**src/rtl/core_types_pkg.sv**
```systemverilog
// Shared MDU issue-queue types: sizing constants, MDU op encodings and the queue entry record.
package core_types_pkg;
  localparam int MDU_IQ_ENTRIES     = 4;
  localparam int LOG_PR_COUNT       = 7;
  localparam int LOG_ROB_ENTRIES    = 6;
  localparam int PRF_BANK_COUNT     = 4;
  localparam int LOG_PRF_BANK_COUNT = 2;
  localparam int UPPER_PR_W         = LOG_PR_COUNT - LOG_PRF_BANK_COUNT;

  // op[2] selects the divider; op[0] is the unsigned variant for div-family ops
  localparam logic [2:0] MDU_OP_MUL    = 3'b000;
  localparam logic [2:0] MDU_OP_MULH   = 3'b001;
  localparam logic [2:0] MDU_OP_MULHSU = 3'b010;
  localparam logic [2:0] MDU_OP_MULHU  = 3'b011;
  localparam logic [2:0] MDU_OP_DIV    = 3'b100;
  localparam logic [2:0] MDU_OP_DIVU   = 3'b101;
  localparam logic [2:0] MDU_OP_REM    = 3'b110;
  localparam logic [2:0] MDU_OP_REMU   = 3'b111;

  typedef struct packed {
    logic                       valid;
    logic [2:0]                 op;
    logic [LOG_PR_COUNT-1:0]    A_PR;
    logic                       A_ready;
    logic                       A_is_zero;
    logic [LOG_PR_COUNT-1:0]    B_PR;
    logic                       B_ready;
    logic                       B_is_zero;
    logic [LOG_PR_COUNT-1:0]    dest_PR;
    logic [LOG_ROB_ENTRIES-1:0] ROB_index;
  } mdu_iq_entry_t;
endpackage

```
**src/rtl/mdu_iq_if.sv**
```systemverilog
// Dispatch, writeback-snoop, issue and PRF-request signals of the MDU issue queue.
interface mdu_iq_if;
  import core_types_pkg::*;

  logic                                        dispatch_valid;
  logic [2:0]                                  dispatch_op;
  logic [LOG_PR_COUNT-1:0]                     dispatch_A_PR;
  logic [LOG_PR_COUNT-1:0]                     dispatch_B_PR;
  logic                                        dispatch_A_ready;
  logic                                        dispatch_B_ready;
  logic                                        dispatch_A_is_zero;
  logic                                        dispatch_B_is_zero;
  logic [LOG_PR_COUNT-1:0]                     dispatch_dest_PR;
  logic [LOG_ROB_ENTRIES-1:0]                  dispatch_ROB_index;
  logic                                        dispatch_ready;
  logic [PRF_BANK_COUNT-1:0]                   WB_bus_valid_by_bank;
  logic [PRF_BANK_COUNT-1:0][UPPER_PR_W-1:0]   WB_bus_upper_PR_by_bank;
  logic                                        issue_valid;
  logic [2:0]                                  issue_op;
  logic                                        issue_A_forward;
  logic                                        issue_A_is_zero;
  logic [LOG_PR_COUNT-1:0]                     issue_A_PR;
  logic                                        issue_B_forward;
  logic                                        issue_B_is_zero;
  logic [LOG_PR_COUNT-1:0]                     issue_B_PR;
  logic [LOG_PR_COUNT-1:0]                     issue_dest_PR;
  logic [LOG_ROB_ENTRIES-1:0]                  issue_ROB_index;
  logic                                        issue_ready;
  logic                                        PRF_A_req_valid;
  logic [LOG_PR_COUNT-1:0]                     PRF_A_req_PR;
  logic                                        PRF_B_req_valid;
  logic [LOG_PR_COUNT-1:0]                     PRF_B_req_PR;

  modport slave (
    input  dispatch_valid, dispatch_op, dispatch_A_PR, dispatch_B_PR, dispatch_A_ready,
           dispatch_B_ready, dispatch_A_is_zero, dispatch_B_is_zero, dispatch_dest_PR,
           dispatch_ROB_index, WB_bus_valid_by_bank, WB_bus_upper_PR_by_bank, issue_ready,
    output dispatch_ready, issue_valid, issue_op, issue_A_forward, issue_A_is_zero, issue_A_PR,
           issue_B_forward, issue_B_is_zero, issue_B_PR, issue_dest_PR, issue_ROB_index,
           PRF_A_req_valid, PRF_A_req_PR, PRF_B_req_valid, PRF_B_req_PR
  );

  modport master (
    output dispatch_valid, dispatch_op, dispatch_A_PR, dispatch_B_PR, dispatch_A_ready,
           dispatch_B_ready, dispatch_A_is_zero, dispatch_B_is_zero, dispatch_dest_PR,
           dispatch_ROB_index, WB_bus_valid_by_bank, WB_bus_upper_PR_by_bank, issue_ready,
    input  dispatch_ready, issue_valid, issue_op, issue_A_forward, issue_A_is_zero, issue_A_PR,
           issue_B_forward, issue_B_is_zero, issue_B_PR, issue_dest_PR, issue_ROB_index,
           PRF_A_req_valid, PRF_A_req_PR, PRF_B_req_valid, PRF_B_req_PR
  );
endinterface

```
**src/rtl/mdu_iq_wakeup.sv**
```systemverilog
// Combinational match of one source PR against the writeback bus of the bank it lives in.
module mdu_iq_wakeup
  import core_types_pkg::*;
(
  input  logic [LOG_PR_COUNT-1:0]                   PR,
  input  logic [PRF_BANK_COUNT-1:0]                 WB_bus_valid_by_bank,
  input  logic [PRF_BANK_COUNT-1:0][UPPER_PR_W-1:0] WB_bus_upper_PR_by_bank,
  output logic                                      wake_now
);
  logic [LOG_PRF_BANK_COUNT-1:0] bank;

  assign bank     = PR[LOG_PRF_BANK_COUNT-1:0];
  assign wake_now = WB_bus_valid_by_bank[bank] &
                    (WB_bus_upper_PR_by_bank[bank] == PR[LOG_PR_COUNT-1:LOG_PRF_BANK_COUNT]);
endmodule

```
**src/rtl/mdu_iq.sv**
```systemverilog
// MDU issue queue: compressing oldest-first queue with writeback wakeup and PRF read requests.
// Define MDU_IQ_DIV_GROUPING_EN to prefer divs whose operands match the last issued div.
module mdu_iq #(
  parameter int MDU_IQ_ENTRIES     = core_types_pkg::MDU_IQ_ENTRIES,
  parameter int LOG_MDU_IQ_ENTRIES = $clog2(MDU_IQ_ENTRIES)
) (
  input  logic    CLK,
  input  logic    RST,
  mdu_iq_if.slave io
);
  import core_types_pkg::*;

  // one extra bit so the counter can hold the full depth
  localparam int CW = LOG_MDU_IQ_ENTRIES + 1;

  mdu_iq_entry_t                 q      [MDU_IQ_ENTRIES];
  mdu_iq_entry_t                 q_next [MDU_IQ_ENTRIES];
  mdu_iq_entry_t                 upd    [MDU_IQ_ENTRIES+1];
  mdu_iq_entry_t                 new_e;
  mdu_iq_entry_t                 sel_e;
  logic [CW-1:0]                 count, count_next, wr_idx;
  logic [MDU_IQ_ENTRIES-1:0]     wake_A, wake_B, elig, pick;
  logic [LOG_MDU_IQ_ENTRIES-1:0] sel;
  logic                          disp_wake_A, disp_wake_B;
  logic                          issue_vld, issue_fire, disp_fire;
  logic                          sel_wake_A, sel_wake_B, fwd_A, fwd_B;

  for (genvar i = 0; i < MDU_IQ_ENTRIES; i++) begin : g_wake
    mdu_iq_wakeup u_wake_A (
      .PR                      (q[i].A_PR),
      .WB_bus_valid_by_bank    (io.WB_bus_valid_by_bank),
      .WB_bus_upper_PR_by_bank (io.WB_bus_upper_PR_by_bank),
      .wake_now                (wake_A[i])
    );
    mdu_iq_wakeup u_wake_B (
      .PR                      (q[i].B_PR),
      .WB_bus_valid_by_bank    (io.WB_bus_valid_by_bank),
      .WB_bus_upper_PR_by_bank (io.WB_bus_upper_PR_by_bank),
      .wake_now                (wake_B[i])
    );
    assign elig[i] = q[i].valid &
                     (q[i].A_ready | q[i].A_is_zero | wake_A[i]) &
                     (q[i].B_ready | q[i].B_is_zero | wake_B[i]);
  end

  mdu_iq_wakeup u_disp_wake_A (
    .PR                      (io.dispatch_A_PR),
    .WB_bus_valid_by_bank    (io.WB_bus_valid_by_bank),
    .WB_bus_upper_PR_by_bank (io.WB_bus_upper_PR_by_bank),
    .wake_now                (disp_wake_A)
  );
  mdu_iq_wakeup u_disp_wake_B (
    .PR                      (io.dispatch_B_PR),
    .WB_bus_valid_by_bank    (io.WB_bus_valid_by_bank),
    .WB_bus_upper_PR_by_bank (io.WB_bus_upper_PR_by_bank),
    .wake_now                (disp_wake_B)
  );

`ifdef MDU_IQ_DIV_GROUPING_EN
  logic                      grp_vld, grp_op0;
  logic [LOG_PR_COUNT-1:0]   grp_A_PR, grp_B_PR;
  logic [MDU_IQ_ENTRIES-1:0] grp_hit;

  for (genvar i = 0; i < MDU_IQ_ENTRIES; i++) begin : g_grp
    assign grp_hit[i] = elig[i] & q[i].op[2] & grp_vld & (q[i].A_PR == grp_A_PR) &
                        (q[i].B_PR == grp_B_PR) & (q[i].op[0] == grp_op0);
  end

  always_ff @(posedge CLK) begin
    if (RST) begin
      grp_vld  <= 1'b0;
      grp_op0  <= 1'b0;
      grp_A_PR <= '0;
      grp_B_PR <= '0;
    end else if (issue_fire) begin
      grp_vld <= sel_e.op[2];
      if (sel_e.op[2]) begin
        grp_op0  <= sel_e.op[0];
        grp_A_PR <= sel_e.A_PR;
        grp_B_PR <= sel_e.B_PR;
      end
    end
  end

  assign pick = (|grp_hit) ? grp_hit : elig;
`else
  assign pick = elig;
`endif

  // lowest set index of pick, i.e. the oldest candidate
  always_comb begin
    sel = '0;
    for (int i = MDU_IQ_ENTRIES - 1; i >= 0; i--) begin
      if (pick[i]) sel = LOG_MDU_IQ_ENTRIES'(i);
    end
  end

  assign issue_vld  = |elig;
  assign issue_fire = issue_vld & io.issue_ready;
  assign disp_fire  = io.dispatch_valid & io.dispatch_ready;
  assign sel_e      = issue_vld ? q[sel] : '0;
  assign sel_wake_A = issue_vld & wake_A[sel];
  assign sel_wake_B = issue_vld & wake_B[sel];
  assign fwd_A      = sel_wake_A & ~sel_e.A_ready & ~sel_e.A_is_zero;
  assign fwd_B      = sel_wake_B & ~sel_e.B_ready & ~sel_e.B_is_zero;

  assign io.dispatch_ready   = (count != CW'(MDU_IQ_ENTRIES));
  assign io.issue_valid      = issue_vld;
  assign io.issue_op         = sel_e.op;
  assign io.issue_A_forward  = fwd_A;
  assign io.issue_A_is_zero  = sel_e.A_is_zero;
  assign io.issue_A_PR       = sel_e.A_PR;
  assign io.issue_B_forward  = fwd_B;
  assign io.issue_B_is_zero  = sel_e.B_is_zero;
  assign io.issue_B_PR       = sel_e.B_PR;
  assign io.issue_dest_PR    = sel_e.dest_PR;
  assign io.issue_ROB_index  = sel_e.ROB_index;
  assign io.PRF_A_req_valid  = issue_fire & ~sel_e.A_is_zero & ~fwd_A;
  assign io.PRF_A_req_PR     = sel_e.A_PR;
  assign io.PRF_B_req_valid  = issue_fire & ~sel_e.B_is_zero & ~fwd_B;
  assign io.PRF_B_req_PR     = sel_e.B_PR;

  always_comb begin
    new_e           = '0;
    new_e.valid     = 1'b1;
    new_e.op        = io.dispatch_op;
    new_e.A_PR      = io.dispatch_A_PR;
    new_e.A_ready   = io.dispatch_A_ready | disp_wake_A;
    new_e.A_is_zero = io.dispatch_A_is_zero;
    new_e.B_PR      = io.dispatch_B_PR;
    new_e.B_ready   = io.dispatch_B_ready | disp_wake_B;
    new_e.B_is_zero = io.dispatch_B_is_zero;
    new_e.dest_PR   = io.dispatch_dest_PR;
    new_e.ROB_index = io.dispatch_ROB_index;
  end

  assign wr_idx     = issue_fire ? count - CW'(1) : count;
  assign count_next = count + CW'(disp_fire) - CW'(issue_fire);

  // latch wakeups, compress over the issued slot, then drop the new op on top
  always_comb begin
    for (int i = 0; i < MDU_IQ_ENTRIES; i++) begin
      upd[i]         = q[i];
      upd[i].A_ready = q[i].A_ready | wake_A[i];
      upd[i].B_ready = q[i].B_ready | wake_B[i];
    end
    upd[MDU_IQ_ENTRIES] = '0;
    for (int i = 0; i < MDU_IQ_ENTRIES; i++) begin
      q_next[i] = (issue_fire && i >= int'(sel)) ? upd[i+1] : upd[i];
      if (disp_fire && wr_idx == CW'(i)) q_next[i] = new_e;
    end
  end

  always_ff @(posedge CLK) begin
    if (RST) begin
      for (int i = 0; i < MDU_IQ_ENTRIES; i++) q[i] <= '0;
      count <= '0;
    end else begin
      for (int i = 0; i < MDU_IQ_ENTRIES; i++) q[i] <= q_next[i];
      count <= count_next;
    end
  end
endmodule

```
**src/flat_wrapper.sv**
```systemverilog
// flat-port wrapper written by rule: the top's interface ports become plain ports
module mdu_iq_flat import core_types_pkg::*;
#(
  parameter int MDU_IQ_ENTRIES     = core_types_pkg::MDU_IQ_ENTRIES,
  parameter int LOG_MDU_IQ_ENTRIES = $clog2(MDU_IQ_ENTRIES)
)
  (CLK, RST, io_dispatch_valid, io_dispatch_op, io_dispatch_A_PR, io_dispatch_B_PR, io_dispatch_A_ready, io_dispatch_B_ready, io_dispatch_A_is_zero, io_dispatch_B_is_zero, io_dispatch_dest_PR, io_dispatch_ROB_index, io_WB_bus_valid_by_bank, io_WB_bus_upper_PR_by_bank, io_issue_ready, io_dispatch_ready, io_issue_valid, io_issue_op, io_issue_A_forward, io_issue_A_is_zero, io_issue_A_PR, io_issue_B_forward, io_issue_B_is_zero, io_issue_B_PR, io_issue_dest_PR, io_issue_ROB_index, io_PRF_A_req_valid, io_PRF_A_req_PR, io_PRF_B_req_valid, io_PRF_B_req_PR);
  mdu_iq_if io_i ();
  input  logic CLK;
  input  logic RST;
  input wire logic [$bits(io_i.dispatch_valid)-1:0] io_dispatch_valid;
  input wire logic [$bits(io_i.dispatch_op)-1:0] io_dispatch_op;
  input wire logic [$bits(io_i.dispatch_A_PR)-1:0] io_dispatch_A_PR;
  input wire logic [$bits(io_i.dispatch_B_PR)-1:0] io_dispatch_B_PR;
  input wire logic [$bits(io_i.dispatch_A_ready)-1:0] io_dispatch_A_ready;
  input wire logic [$bits(io_i.dispatch_B_ready)-1:0] io_dispatch_B_ready;
  input wire logic [$bits(io_i.dispatch_A_is_zero)-1:0] io_dispatch_A_is_zero;
  input wire logic [$bits(io_i.dispatch_B_is_zero)-1:0] io_dispatch_B_is_zero;
  input wire logic [$bits(io_i.dispatch_dest_PR)-1:0] io_dispatch_dest_PR;
  input wire logic [$bits(io_i.dispatch_ROB_index)-1:0] io_dispatch_ROB_index;
  input wire logic [$bits(io_i.WB_bus_valid_by_bank)-1:0] io_WB_bus_valid_by_bank;
  input wire logic [$bits(io_i.WB_bus_upper_PR_by_bank)-1:0] io_WB_bus_upper_PR_by_bank;
  input wire logic [$bits(io_i.issue_ready)-1:0] io_issue_ready;
  output wire logic [$bits(io_i.dispatch_ready)-1:0] io_dispatch_ready;
  output wire logic [$bits(io_i.issue_valid)-1:0] io_issue_valid;
  output wire logic [$bits(io_i.issue_op)-1:0] io_issue_op;
  output wire logic [$bits(io_i.issue_A_forward)-1:0] io_issue_A_forward;
  output wire logic [$bits(io_i.issue_A_is_zero)-1:0] io_issue_A_is_zero;
  output wire logic [$bits(io_i.issue_A_PR)-1:0] io_issue_A_PR;
  output wire logic [$bits(io_i.issue_B_forward)-1:0] io_issue_B_forward;
  output wire logic [$bits(io_i.issue_B_is_zero)-1:0] io_issue_B_is_zero;
  output wire logic [$bits(io_i.issue_B_PR)-1:0] io_issue_B_PR;
  output wire logic [$bits(io_i.issue_dest_PR)-1:0] io_issue_dest_PR;
  output wire logic [$bits(io_i.issue_ROB_index)-1:0] io_issue_ROB_index;
  output wire logic [$bits(io_i.PRF_A_req_valid)-1:0] io_PRF_A_req_valid;
  output wire logic [$bits(io_i.PRF_A_req_PR)-1:0] io_PRF_A_req_PR;
  output wire logic [$bits(io_i.PRF_B_req_valid)-1:0] io_PRF_B_req_valid;
  output wire logic [$bits(io_i.PRF_B_req_PR)-1:0] io_PRF_B_req_PR;
  assign io_i.dispatch_valid = io_dispatch_valid;
  assign io_i.dispatch_op = io_dispatch_op;
  assign io_i.dispatch_A_PR = io_dispatch_A_PR;
  assign io_i.dispatch_B_PR = io_dispatch_B_PR;
  assign io_i.dispatch_A_ready = io_dispatch_A_ready;
  assign io_i.dispatch_B_ready = io_dispatch_B_ready;
  assign io_i.dispatch_A_is_zero = io_dispatch_A_is_zero;
  assign io_i.dispatch_B_is_zero = io_dispatch_B_is_zero;
  assign io_i.dispatch_dest_PR = io_dispatch_dest_PR;
  assign io_i.dispatch_ROB_index = io_dispatch_ROB_index;
  assign io_i.WB_bus_valid_by_bank = io_WB_bus_valid_by_bank;
  assign io_i.WB_bus_upper_PR_by_bank = io_WB_bus_upper_PR_by_bank;
  assign io_i.issue_ready = io_issue_ready;
  assign io_dispatch_ready = io_i.dispatch_ready;
  assign io_issue_valid = io_i.issue_valid;
  assign io_issue_op = io_i.issue_op;
  assign io_issue_A_forward = io_i.issue_A_forward;
  assign io_issue_A_is_zero = io_i.issue_A_is_zero;
  assign io_issue_A_PR = io_i.issue_A_PR;
  assign io_issue_B_forward = io_i.issue_B_forward;
  assign io_issue_B_is_zero = io_i.issue_B_is_zero;
  assign io_issue_B_PR = io_i.issue_B_PR;
  assign io_issue_dest_PR = io_i.issue_dest_PR;
  assign io_issue_ROB_index = io_i.issue_ROB_index;
  assign io_PRF_A_req_valid = io_i.PRF_A_req_valid;
  assign io_PRF_A_req_PR = io_i.PRF_A_req_PR;
  assign io_PRF_B_req_valid = io_i.PRF_B_req_valid;
  assign io_PRF_B_req_PR = io_i.PRF_B_req_PR;
  mdu_iq #(.MDU_IQ_ENTRIES(MDU_IQ_ENTRIES), .LOG_MDU_IQ_ENTRIES(LOG_MDU_IQ_ENTRIES)) u_core (.CLK(CLK), .RST(RST), .io(io_i));
endmodule
```
**config.mk**
```make
export PLATFORM = sky130hd
export DESIGN_NAME = mdu_iq_flat
export DESIGN_NICKNAME = d
export VERILOG_FILES = /design/src/rtl/core_types_pkg.sv /design/src/rtl/mdu_iq_if.sv /design/src/rtl/mdu_iq_wakeup.sv /design/src/rtl/mdu_iq.sv /design/src/flat_wrapper.sv
export SDC_FILE = /design/constraint.sdc
export NUM_CORES = 1
export LEC_CHECK = 0
export CORE_MARGIN = 5
export CORE_UTILIZATION = 62
export DETAILED_ROUTE_END_ITERATION = 10
export GPL_ROUTABILITY_DRIVEN = 0
export PLACE_DENSITY = 0.88
export SKIP_LAST_GASP = 1
export SYNTH_ARGS = -nofsm -noshare
export SYNTH_HDL_FRONTEND = slang
export SYNTH_SLANG_ARGS = --single-unit
```
**constraint.sdc**
```tcl
create_clock -name CLK -period 16.5 [get_ports CLK]
set_input_delay 4.125 -clock CLK [delete_from_list [all_inputs] [get_ports CLK]]
set_output_delay 4.125 -clock CLK [all_outputs]
set_load 0.02 [all_outputs]
```
==> reports/summary.txt <==
Setup Viol. Count Final -> 0
Sw Share -> 37.1%
total internal power -> 0.000835 W
Synth async-reset ratio -> 0%
share of cells above drive strength 1 -> 9.42%
slowest CP cell -> nor2_1
total grt overflow -> 0
CP required -> 12.38 ns
area delta synth->final -> 14.8%
crit path launch -> io_WB_bus_upper_PR_by_bank[14]
Routed Antenna Nets -> 0
dominant synthesized flop cell -> dfxtp_1
Vias -> 9802
Largest stage delay, worst path -> 0.83 ns
Util after Layout -> 71.7%
Tmin final -> 13.10 ns
via/cell ratio -> 7.06
Die ar. -> 0.0191 sq mm
VDD IR max -> 0.0000900 V
drt total wl -> 34.1 mm
Worst Path Arrival -> 8.98 ns
IO Port Bufs -> 113
mapped cell area -> 0.0102 sq mm
highest achievable clock rate -> 0.0763 GHz
hold path cells -> 2
Slew @ Worst Pin -> 1.00 ns
Cells after Synth -> 1139
mean routed wirelength per cell -> 24.6 um
post-CTS setup buffer count -> 0
# DRC -> 0
Cell Chain, Critical Path -> clkdlybuf4s50_1 -> mux4_2 -> xnor2_1 -> o2111ai_1 -> nor3_1 -> o221ai_1 -> nor2_1 -> nand2_1 -> a31oi_1 -> a21boi_0 -> clkdlybuf4s50_1
Slew Viols, Final -> 0
CTS buffer count -> 17
Yosys reg bits -> 143
Mapped Nets -> 1207
IO Pins -> 114
core footprint -> 0.0163 sq mm
status -> complete, no violations
ant diodes -> 0
cts repair resizes -> 0
Initial Util -> 62.5%
Worst Setup End Kind -> output pin
Lkg Pwr -> 4.66 nW
clk sinks -> 143
NetSw -> 0.000493 W
RSZ-0062 raised after global routing -> no
slew margin rel. -> 33.1%
crit path launch type -> input port
sequential-to-total area share from yosys stat -> 28.0%
first-pass GRT wire length -> 53.2 mm
vias in the first global route -> 9395
Ys Warns -> 0
Synth cell types -> 60
Max Cap Viol -> 0
Setup CP Type -> in -> out
gr usage total -> 34.3%
pwr dens -> 113 mW/mm^2
largest net degree at the start of global routing -> 104
Post-synth EDFFs -> 0
# nets final -> 1223
H-tree levels -> 4
Core Rows -> 47
hold path startpoint -> u_core.q[3][33]
hold_buf cts -> 0
Min-Delay Path Class -> reg -> reg
CP max FO -> 16
clk buf depth -> 2
clk slew on worst S/H paths -> 0.06 ns
Die Span Y -> 138 um
die span in x -> 138 um
first drt pass iteration count -> 6
Clock Latency Late Sink -> 0.43 ns
clock skew -> 0.00729 ns
r2r startpoint -> u_core.q[0][24]
Root Buffer -> clkbuf_16
Post-Syn Area per Cell -> 8.97 sq um
total negative setup slack -> 0 ns
clock share of power -> 30.3%
Post-DP HPWL -> 21.3 mm
combinational power share -> 32.4%
Hold Vio Cnt, Final -> 0
Worst path most repeated cell -> clkdlybuf4s50_1
Tcrit/Tclk final -> 79.4%
R2R depth -> 14
Reg power frac -> 37.3%
initial DRC count -> 1494
initial antenna violation count -> 0
TritonCTS clock tree -> built
-- cell families after synthesis --
family	after synthesis	share of synthesized area [%]
buffers and inverters	147	7.36
multiplexers	244	28.2
flip-flops	143	28.0
adder cells (fa/ha/maj)	6	0.809
XOR/XNOR	87	7.46
AND/OR/NAND/NOR	196	8.53
AO/OA/AOI/OAI	316	19.6
-- registers in the layout, indices dropped and copies added (netlist names) --
register and cells:
u_core.q 140, u_core.count 3
-- cell usage in the layout, fill, tap and decap left out, drive strengths merged, types with 5 or more instances in the layout --
| master | n |
|---|---|
| mux2i | 206 |
| dfxtp | 143 |
| nand2 | 121 |
| clkdlybuf4s50 | 113 |
| a21oi | 92 |
| o21ai | 90 |
| xor2 | 64 |
| mux4 | 34 |
| a21boi | 30 |
| xnor2 | 23 |
| nor2 | 21 |
| clkbuf | 20 |
| o21bai | 17 |
| buf | 17 |
| a211oi | 17 |
| a211o | 16 |
| a31oi | 16 |
| inv | 16 |
| nand2b | 13 |
| o221ai | 11 |
| o32ai | 9 |
| nor3 | 9 |
| nand3 | 8 |
| or2 | 5 |
| nand4 | 5 |
| ha | 5 |
-- cells in the mapped netlist (3+ instances only) --
| library cell | count | area, sq um |
|---|---|---|
| o21ai_0 | 88 | 440 |
| inv_1 | 14 | 52.6 |
| nor3_1 | 8 | 40.0 |
| xor2_1 | 64 | 561 |
| and3_1 | 3 | 18.8 |
| buf_2 | 36 | 180 |
| a21boi_0 | 30 | 225 |
| dfxtp_1 | 143 | 2860 |
| xnor2_1 | 23 | 201 |
| o221ai_1 | 11 | 96.3 |
| clkbuf_1 | 66 | 248 |
| a31oi_1 | 16 | 100 |
| nand2b_1 | 12 | 75.1 |
| a21oi_1 | 92 | 460 |
| mux4_2 | 34 | 766 |
| o2111ai_1 | 4 | 35.0 |
| or2_2 | 5 | 31.3 |
| buf_4 | 16 | 120 |
| ha_1 | 5 | 62.6 |
| nand2_1 | 121 | 454 |
| buf_12 | 3 | 60.1 |
| o21bai_1 | 17 | 128 |
| buf_1 | 5 | 18.8 |
| mux2_2 | 3 | 33.8 |
| mux2i_1 | 205 | 2050 |
| nor2_1 | 21 | 78.8 |
| o32ai_1 | 9 | 78.8 |
| nand4_1 | 5 | 31.3 |
| a211oi_1 | 16 | 120 |
| buf_6 | 6 | 67.6 |
| nand3_1 | 8 | 40.0 |
| a211o_1 | 16 | 140 |
-- final cells by class --
type / instances / area, sq um
multi-input combinational: 849 / 6660
clock inverter: 12 / 158
tap: 220 / 275
timing repair buffer: 130 / 1260
sequential: 143 / 2860
fill: 1173 / 4620
clock buffer: 20 / 457
inverter: 14 / 52.6
-- layer usage --
metal  vias up  routed length, um  global-route usage [%]
met4         0               2010                    16.5
met5         -                  0                       0
met3       208               4310                    9.91
met2       828              15300                    53.1
met1      4619              12500                    44.2
li1       4147                  -                       -
-- metrics by stage --
step	total power [W]	hold slack (ns)	setup WS [ns]	std cells	instance area, sq um
floorplan	0.000781	0.450	5.03	1139	10200
global placement	0.000884	0.460	3.64	1356	11100
detailed placement	0.000902	0.472	3.63	1356	11100
CTS	0.00131	0.481	3.59	1388	11700
global route	0.00138	0.499	3.20	1388	11700
finish	0.00133	0.479	3.40	1388	11700
-- worst max-delay path, delay by kind of cell --
| kind | cells | cell delay (ns) |
|---|---|---|
| AO/OA/AOI/OAI | 4 | 1.30 |
| XOR/XNOR | 1 | 0.20 |
| buffers and inverters | 2 | 1.40 |
| multiplexers | 1 | 0.56 |
| AND/OR/NAND/NOR | 3 | 1.37 |
-- path summary, 6_finish.rpt --
path	endpoint	slack [ns]
worst max-delay path	io_PRF_A_req_PR[5]	3.40
worst min-delay path	u_core.q[3][33]	0.48
worst min register to register	u_core.q[3][33]	0.48
worst max register to register	u_core.q[0][9]	11.22
-- power groups by stage --
stage / combinational (W) / sequential, W / clock (W)
finish: 0.000430 / 0.000495 / 0.000403
global route: 0.000461 / 0.000500 / 0.000421
CTS: 0.000419 / 0.000488 / 0.000401
detailed placement: 0.000408 / 0.000494 / 0
global placement: 0.000394 / 0.000490 / 0
floorplan: 0.000334 / 0.000447 / 0
No activity file was read; power rests on OpenSTA's default activity.
